$ cat config.mk
export PLATFORM = sky130hd
export DESIGN_NAME = i2c_req_arbiter_flat
export DESIGN_NICKNAME = d
export VERILOG_FILES = /design/src/rtl/i2c_req_arbiter_pkg.sv /design/src/rtl/i2c_req_arbiter_if.sv /design/src/rtl/i2c_req_arbiter_rr_pick.sv /design/src/rtl/i2c_req_arbiter.sv /design/src/flat_wrapper.sv
export SDC_FILE = /design/constraint.sdc
export NUM_CORES = 1
export LEC_CHECK = 0
export ABC_AREA = 0
export CORE_ASPECT_RATIO = 1.4
export CORE_MARGIN = 8
export CORE_UTILIZATION = 37
export CTS_BUF_LIST = sky130_fd_sc_hd__clkbuf_4 sky130_fd_sc_hd__clkbuf_8 sky130_fd_sc_hd__clkbuf_16
export DETAILED_ROUTE_END_ITERATION = 8
export GPL_ROUTABILITY_DRIVEN = 0
export PLACE_DENSITY_LB_ADDON = 0.2
export SLEW_MARGIN = 20
export SYNTH_ARGS = -nofsm -noshare
export SYNTH_HDL_FRONTEND = slang
export SYNTH_SLANG_ARGS = --single-unit
export TNS_END_PERCENT = 1
$ cat constraint.sdc
create_clock -name clk -period 2.71 [get_ports clk]
set_clock_uncertainty 0.2 [all_clocks]
set_input_delay 0.4065 -clock clk [delete_from_list [all_inputs] [get_ports clk]]
set_output_delay 0.4065 -clock clk [all_outputs]
set_load 0.05 [all_outputs]
$ cat src/rtl/i2c_req_arbiter_pkg.sv
// Shared types and constants for the I2C request arbiter and its clients.
// Latency: none (declarations only).
// Backpressure: none (declarations only).
package i2c_arb_pkg;

    typedef enum logic [1:0] {
        IDLE  = 2'd0,
        START = 2'd1,
        BUSY  = 2'd2,
        DONE  = 2'd3
    } arb_state_t;

    localparam int ADDR_W_DEF = 16;

    // RTC time-keeping registers, seconds through year
    localparam logic [ADDR_W_DEF-1:0] RTC_SEC   = 16'h0002;
    localparam logic [ADDR_W_DEF-1:0] RTC_MIN   = 16'h0003;
    localparam logic [ADDR_W_DEF-1:0] RTC_HOUR  = 16'h0004;
    localparam logic [ADDR_W_DEF-1:0] RTC_DAY   = 16'h0005;
    localparam logic [ADDR_W_DEF-1:0] RTC_WDAY  = 16'h0006;
    localparam logic [ADDR_W_DEF-1:0] RTC_MONTH = 16'h0007;
    localparam logic [ADDR_W_DEF-1:0] RTC_YEAR  = 16'h0008;

    function automatic int idx_w(input int n);
        return (n <= 2) ? 1 : $clog2(n);
    endfunction

endpackage

$ cat src/rtl/i2c_req_arbiter_if.sv
// Client request bundle plus I2C master command bus around the arbiter.
// Latency: wires only.
// Backpressure: req is a level held until done; master end is a pulse.
interface i2c_req_arbiter_if #(
    parameter int NUM_REQ = 4,
    parameter int ADDR_W  = 16
);
    logic [NUM_REQ-1:0]        req;
    logic [NUM_REQ-1:0]        req_rd;
    logic [NUM_REQ*ADDR_W-1:0] req_addr;
    logic [NUM_REQ*8-1:0]      req_wdata;
    logic [NUM_REQ-1:0]        gnt;
    logic [NUM_REQ-1:0]        done;
    logic [7:0]                rdata;
    logic                      err;
    logic                      wr_en;
    logic                      rd_en;
    logic                      i2c_start;
    logic [ADDR_W-1:0]         byte_addr;
    logic [7:0]                wr_data;
    logic                      i2c_end;
    logic [7:0]                rd_data;

    // arbiter view
    modport slave (
        input  req, req_rd, req_addr, req_wdata, i2c_end, rd_data,
        output gnt, done, rdata, err, wr_en, rd_en, i2c_start, byte_addr, wr_data
    );

    // clients and I2C master view
    modport master (
        output req, req_rd, req_addr, req_wdata, i2c_end, rd_data,
        input  gnt, done, rdata, err, wr_en, rd_en, i2c_start, byte_addr, wr_data
    );
endinterface

$ cat src/rtl/i2c_req_arbiter_rr_pick.sv
// Round-robin picker: first set request after 'last', wrapping.
// Latency: combinational.
// Backpressure: none.
module rr_pick
    import i2c_arb_pkg::*;
#(
    parameter int NUM_REQ = 4,
    parameter int IDX_W   = idx_w(NUM_REQ)
) (
    input  logic [NUM_REQ-1:0] req,
    input  logic [IDX_W-1:0]   last,
    output logic [IDX_W-1:0]   idx,
    output logic [NUM_REQ-1:0] onehot,
    output logic               any
);

    always_comb begin
        idx    = '0;
        onehot = '0;
        any    = 1'b0;
        // walk from farthest to nearest so the nearest candidate wins
        for (int k = NUM_REQ; k >= 1; k--) begin
            if (req[(int'(last) + k) % NUM_REQ]) begin
                idx = IDX_W'((int'(last) + k) % NUM_REQ);
                any = 1'b1;
            end
        end
        if (any) begin
            onehot = NUM_REQ'(1) << idx;
        end
    end

endmodule

$ cat src/rtl/i2c_req_arbiter.sv
// Round-robin share of one byte-wide I2C master; optional watchdog via I2C_ARB_TIMEOUT_EN.
// Latency: req in IDLE -> i2c_start next cycle; i2c_end -> done next cycle.
// Backpressure: clients hold req until done; BUSY waits on i2c_end (or watchdog).
module i2c_req_arbiter
    import i2c_arb_pkg::*;
#(
    parameter int NUM_REQ     = 4,
    parameter int ADDR_W      = ADDR_W_DEF,
    parameter int TIMEOUT_CYC = 65535
) (
    input  logic              clk,
    input  logic              rst,
    i2c_req_arbiter_if.slave  bus
);

    localparam int IDX_W = idx_w(NUM_REQ);

    arb_state_t           state;
    arb_state_t           state_nxt;
    logic [IDX_W-1:0]     idx_q;
    logic [IDX_W-1:0]     last_q;
    logic [IDX_W-1:0]     pick_idx;
    logic [NUM_REQ-1:0]   pick_oh;
    logic                 pick_any;
    logic [NUM_REQ-1:0]   gnt_q;
    logic [7:0]           rdata_q;
    logic                 wr_en_q;
    logic                 rd_en_q;
    logic [ADDR_W-1:0]    addr_q;
    logic [7:0]           wdata_q;
    logic                 start_c;
    logic [NUM_REQ-1:0]   done_c;
    logic                 to_hit;

    rr_pick #(
        .NUM_REQ (NUM_REQ),
        .IDX_W   (IDX_W)
    ) u_pick (
        .req    (bus.req),
        .last   (last_q),
        .idx    (pick_idx),
        .onehot (pick_oh),
        .any    (pick_any)
    );

    always_ff @(posedge clk) begin
        if (rst) begin
            state <= IDLE;
        end else begin
            state <= state_nxt;
        end
    end

    always_comb begin
        state_nxt = state;
        start_c   = 1'b0;
        done_c    = '0;
        unique case (state)
            IDLE:  if (pick_any) state_nxt = START;
            START: begin
                start_c   = 1'b1;
                state_nxt = BUSY;
            end
            BUSY:  if (bus.i2c_end || to_hit) state_nxt = DONE;
            DONE:  begin
                done_c    = gnt_q;
                state_nxt = IDLE;
            end
            default: state_nxt = IDLE;
        endcase
    end

    always_ff @(posedge clk) begin
        if (rst) begin
            idx_q   <= '0;
            last_q  <= IDX_W'(NUM_REQ - 1);
            gnt_q   <= '0;
            rdata_q <= '0;
            wr_en_q <= 1'b0;
            rd_en_q <= 1'b0;
            addr_q  <= '0;
            wdata_q <= '0;
        end else begin
            unique case (state)
                IDLE: begin
                    if (pick_any) begin
                        idx_q   <= pick_idx;
                        gnt_q   <= pick_oh;
                        addr_q  <= bus.req_addr[int'(pick_idx)*ADDR_W +: ADDR_W];
                        wdata_q <= bus.req_wdata[int'(pick_idx)*8 +: 8];
                        wr_en_q <= ~bus.req_rd[pick_idx];
                        rd_en_q <= bus.req_rd[pick_idx];
                    end
                end
                BUSY: begin
                    if (bus.i2c_end) begin
                        if (rd_en_q) rdata_q <= bus.rd_data;
                        last_q <= idx_q;
                    end else if (to_hit) begin
                        last_q <= idx_q;
                    end
                end
                DONE: begin
                    gnt_q   <= '0;
                    wr_en_q <= 1'b0;
                    rd_en_q <= 1'b0;
                end
                default: ;
            endcase
        end
    end

`ifdef I2C_ARB_TIMEOUT_EN
    logic [31:0] to_cnt;
    logic        err_q;

    assign to_hit = (state == BUSY) && !bus.i2c_end && (to_cnt == 32'(TIMEOUT_CYC - 1));

    // err stays up across idle time; only a real i2c_end clears it
    always_ff @(posedge clk) begin
        if (rst) begin
            to_cnt <= '0;
            err_q  <= 1'b0;
        end else begin
            to_cnt <= (state == BUSY) ? to_cnt + 32'd1 : 32'd0;
            if (state == BUSY && bus.i2c_end) begin
                err_q <= 1'b0;
            end else if (to_hit) begin
                err_q <= 1'b1;
            end
        end
    end

    assign bus.err = err_q;
`else
    assign to_hit  = 1'b0;
    assign bus.err = 1'b0;
`endif

    assign bus.gnt       = gnt_q;
    assign bus.done      = done_c;
    assign bus.rdata     = rdata_q;
    assign bus.wr_en     = wr_en_q;
    assign bus.rd_en     = rd_en_q;
    assign bus.i2c_start = start_c;
    assign bus.byte_addr = addr_q;
    assign bus.wr_data   = wdata_q;

endmodule

$ cat src/flat_wrapper.sv
// flat-port wrapper written by rule: the top's interface ports become plain ports
module i2c_req_arbiter_flat import i2c_arb_pkg::*;
#(
    parameter int NUM_REQ     = 4,
    parameter int ADDR_W      = ADDR_W_DEF,
    parameter int TIMEOUT_CYC = 65535
)
  (clk, rst, bus_req, bus_req_rd, bus_req_addr, bus_req_wdata, bus_i2c_end, bus_rd_data, bus_gnt, bus_done, bus_rdata, bus_err, bus_wr_en, bus_rd_en, bus_i2c_start, bus_byte_addr, bus_wr_data);
  i2c_req_arbiter_if #(.NUM_REQ(NUM_REQ), .ADDR_W(ADDR_W)) bus_i ();
  input  logic clk;
  input  logic rst;
  input wire logic [$bits(bus_i.req)-1:0] bus_req;
  input wire logic [$bits(bus_i.req_rd)-1:0] bus_req_rd;
  input wire logic [$bits(bus_i.req_addr)-1:0] bus_req_addr;
  input wire logic [$bits(bus_i.req_wdata)-1:0] bus_req_wdata;
  input wire logic [$bits(bus_i.i2c_end)-1:0] bus_i2c_end;
  input wire logic [$bits(bus_i.rd_data)-1:0] bus_rd_data;
  output wire logic [$bits(bus_i.gnt)-1:0] bus_gnt;
  output wire logic [$bits(bus_i.done)-1:0] bus_done;
  output wire logic [$bits(bus_i.rdata)-1:0] bus_rdata;
  output wire logic [$bits(bus_i.err)-1:0] bus_err;
  output wire logic [$bits(bus_i.wr_en)-1:0] bus_wr_en;
  output wire logic [$bits(bus_i.rd_en)-1:0] bus_rd_en;
  output wire logic [$bits(bus_i.i2c_start)-1:0] bus_i2c_start;
  output wire logic [$bits(bus_i.byte_addr)-1:0] bus_byte_addr;
  output wire logic [$bits(bus_i.wr_data)-1:0] bus_wr_data;
  assign bus_i.req = bus_req;
  assign bus_i.req_rd = bus_req_rd;
  assign bus_i.req_addr = bus_req_addr;
  assign bus_i.req_wdata = bus_req_wdata;
  assign bus_i.i2c_end = bus_i2c_end;
  assign bus_i.rd_data = bus_rd_data;
  assign bus_gnt = bus_i.gnt;
  assign bus_done = bus_i.done;
  assign bus_rdata = bus_i.rdata;
  assign bus_err = bus_i.err;
  assign bus_wr_en = bus_i.wr_en;
  assign bus_rd_en = bus_i.rd_en;
  assign bus_i2c_start = bus_i.i2c_start;
  assign bus_byte_addr = bus_i.byte_addr;
  assign bus_wr_data = bus_i.wr_data;
  i2c_req_arbiter #(.NUM_REQ(NUM_REQ), .ADDR_W(ADDR_W), .TIMEOUT_CYC(TIMEOUT_CYC)) u_core (.clk(clk), .rst(rst), .bus(bus_i));
endmodule
==> summary by stage <==
Power
The maximum resistive drop on vdd is 546 uV. For this design the ratio of total power to cell area is 874 nW/um2. Summed over all cells, the static leakage comes to 1.67 nW.

Layout
The total inserted antenna cells is 0. From synthesis to final layout, the design area changed by 70.9%. The number of inserted filler cells in the final layout is 626. The library cells used most frequently in the layout, excluding fill and tap cells, are sky130_fd_sc_hd__clkdlybuf4s50_1 (156), sky130_fd_sc_hd__nor2_1 (47), sky130_fd_sc_hd__dfxtp_1 (44). At the end of the flow the core is filled with cells to 64.1%. The share of cells above drive strength 1 is 9.29%. After the last flow step, the layout net total stands at 582.

Leaving out fill and tap cells, the most frequent cell in the layout is sky130_fd_sc_hd__clkdlybuf4s50_1. The number of standard cells in the final layout excluding fillers is 558.

GRT
The via count of the first global-routing pass is 3,011. The initial antenna violation count is 0. For this run the aggregate overflow at the end of global routing stands at 0. Entering global routing, the biggest net connects 27 pins. The overall routing resource usage is 19.3%. The global-route wire length before repair is 15,200 um.

Synthesis
The post-synthesis instance area is 2590 um2. The gate count of the mapped netlist is 308. Synthesis produced a netlist with a net count of 428. Counting flops and latches in the post-synthesis netlist gives 44.

The number of warnings printed during yosys synthesis is 0. The post-synthesis cell type count is 47. A synthesized cell averages 8.40 um2. After synthesis, flip-flops and latches occupy 34.1% of the total area.

CTS
The number of gates resized after cts is 0. TritonCTS created 5 clock buffers. At the later pin of the worst-skew pair, clock insertion delay measures 0.30 ns. Clock tree synthesis found a total of 44 sinks. The total setup buffers inserted after CTS is 0. The CTS tree is built. The maximum number of buffers from clock root to sink is 2. The clock root buffer is sky130_fd_sc_hd__clkbuf_8.

In this run, post-CTS hold repair placed 0 buffers. The H-tree was split into 2 levels. Clock-pin slew was measured on the worst setup and hold paths at 0.09 ns.

Drt
The wire length on met1 is 3990 um. The top metal layer carrying routed signals is met4. The routed length on met2 is 5030 um.

Using the TritonRoute via totals, the vias-per-cell ratio works out to 5.41. The routed design has 10,100 um of wire. In the final routed layout, each cell accounts on average for 18.1 um. The count of nets left with antenna violations once routing finished came out at 0. The met3 wirelength from detailed routing is 948 um.

The detailed router placed 3,020 vias in this run. The first detailed-routing pass ran for 4 iterations. The number of remaining DRC errors is 0.

The detailed router's first-iteration violation count is 141.

Die
The starting density of the core is 37.5%. In this run the core area contains 36 standard-cell rows. The region available for standard cell placement spans 6890 um2.

The y dimension of the die is 115 um. The floorplan step set the die width to 86.7 um. The total die area is 9960 um2. The count of boundary I/O pins is 159.

Job
The tool flagged a number of max-cap violations equal to 0.

Critical path
The signal arrival time at the worst endpoint is 1.98 ns. The critical-path maximum fanout is 7. The worst setup path is captured at a primary output.

The classification of the worst setup path is reg2out. The signal on the critical path passes through ha_1 -> and2_1 -> clkdlybuf4s50_1. Data on the critical path is required at its endpoint by 2.10 ns. The worst setup path is launched from a flop.

The delay of the slowest cell on the worst path is 0.80 ns. Among all stages on the critical path, the largest delay is contributed by sky130_fd_sc_hd__clkdlybuf4s50_1.

STA
The setup TNS is 0 ns. The slew at the pin closest to its max-slew limit is 0.734 ns. The timing-limited maximum frequency is 386 MHz. The final critical path takes up 95.5% of the cycle. Setup repair after global routing left no endpoint under its margin. The total count of hold-check failures in the final report is 0. The final count of pins violating max slew is 0. The time the final worst path needs with I/O delays and setup is 2.59 ns. On the final layout, the worst hold slack is 0.284 ns. The worst-case headroom to the max-slew limit is 50.6%. The total of endpoints with negative setup slack in the final report is 0.

Place
Once placement completed, the tool counted placed cells totaling 550. The HPWL after detailed placement is 7810 um. The count of buffers added on input and output ports is 157.

Status
The run finished with clean final reports.

Worst hold path
The path class of the tightest hold or removal check is reg2reg.
through the flow:
step	setup WS (ns)	total power, mW	instance area [um2]
2_1_floorplan	0.490	2.50	2590
3_3_place_gp	-0.124	3.32	4300
3_5_place_dp	-0.290	3.36	4300
4_1_cts	0.0253	3.89	4410
5_1_grt	0.00773	4.09	4420
6_report	0.122	3.86	4420
worst paths after layout:
kind / start / endpoint / slack, ns / cells after the start
worst min-delay path: u_core.idx_q[1] / u_core.idx_q[1] / 0.28 / 2
worst min register to register: u_core.idx_q[1] / u_core.idx_q[1] / 0.28 / 2
worst max register to register: u_core.last_q[0] / u_core.bus.byte_addr[2] / 0.44 / 7
worst max-delay path: u_core.state[0] / bus_done[3] / 0.12 / 3
cells in the mapped netlist, drive strengths merged:
cell type,instances,area (um2)
a21oi,4,20.0
o21a,1,15.0
o211a,1,10.0
nand3b,3,22.5
nor2b,3,26.3
and3,2,12.5
a32oi,1,8.76
or3b,2,17.5
inv,5,18.8
and2,4,25.0
o221a,1,11.3
mux2i,9,90.1
nand2,25,93.8
a21o,2,15.0
nor2,48,180
a211oi,14,105
and4,1,8.76
o311a,1,10.0
dfxtp,44,881
nand3,29,145
a22oi,4,30.0
a211o,2,17.5
a311oi,13,114
o41ai,1,16.3
o2bb2ai,1,8.76
mux2,12,135
a21boi,1,7.51
a221oi,24,210
o21ai,6,30.0
conb,1,3.75
clkbuf,15,56.3
nor3,3,26.3
buf,12,87.6
nand2b,2,12.5
nor4,1,6.26
or3,1,6.26
ha,5,62.6
o221ai,1,15.0
o31a,1,8.76
o211ai,2,15.0
worst max-delay path: cells and delay by family (launching register included):
family	cells	cell delay [ns]
adders and majority gates	1	0.31
buffers and inverters	1	0.80
DFF	1	0.40
and+or+nand+nor	1	0.17
routing by layer:
| metal | up-vias | global-route usage [%] |
|---|---|---|
| li1 | 1464 | - |
| met1 | 1411 | 21.3 |
| met2 | 136 | 34.1 |
| met3 | 9 | 6.72 |
| met4 | 0 | 4.61 |
| met5 | - | 0 |
sequential cells by signal (all words and copies together), names as in the netlist:
register	cells
u_core.state	2
u_core.bus.rdata	8
u_core.bus.wr_data	8
u_core.bus.rd_en	1
u_core.idx_q	2
u_core.bus.gnt	4
u_core.bus.wr_en	1
u_core.bus.byte_addr	16
u_core.last_q	2
layout make-up:
cell class	count	area, um2	share of cell area (%)
inverters	5	18.8	0.425
multi-input cells	232	1570	35.6
clock buffers	6	76.3	1.73
flip-flops and latches	44	881	19.9
clock inverters	2	35.0	0.793
repair buffers	174	1720	38.9
well taps	95	119	2.69
power by group:
part	total [mW]	switching (mW)	internal, mW
Combinational	2.36	1.43	0.923
Clock	0.525	0.241	0.284
Sequential	0.983	0.128	0.854
kinds of logic after synthesis:
logic type	Yosys count	synth area share, %
buf+inv	32	6.29
compound gates	81	25.8
fa+ha+maj	5	2.42
flops	44	34.1
other cells	1	0.145
mux	21	8.71
simple gates	124	22.5
Note: power is estimated with default switching activity, not from simulation.
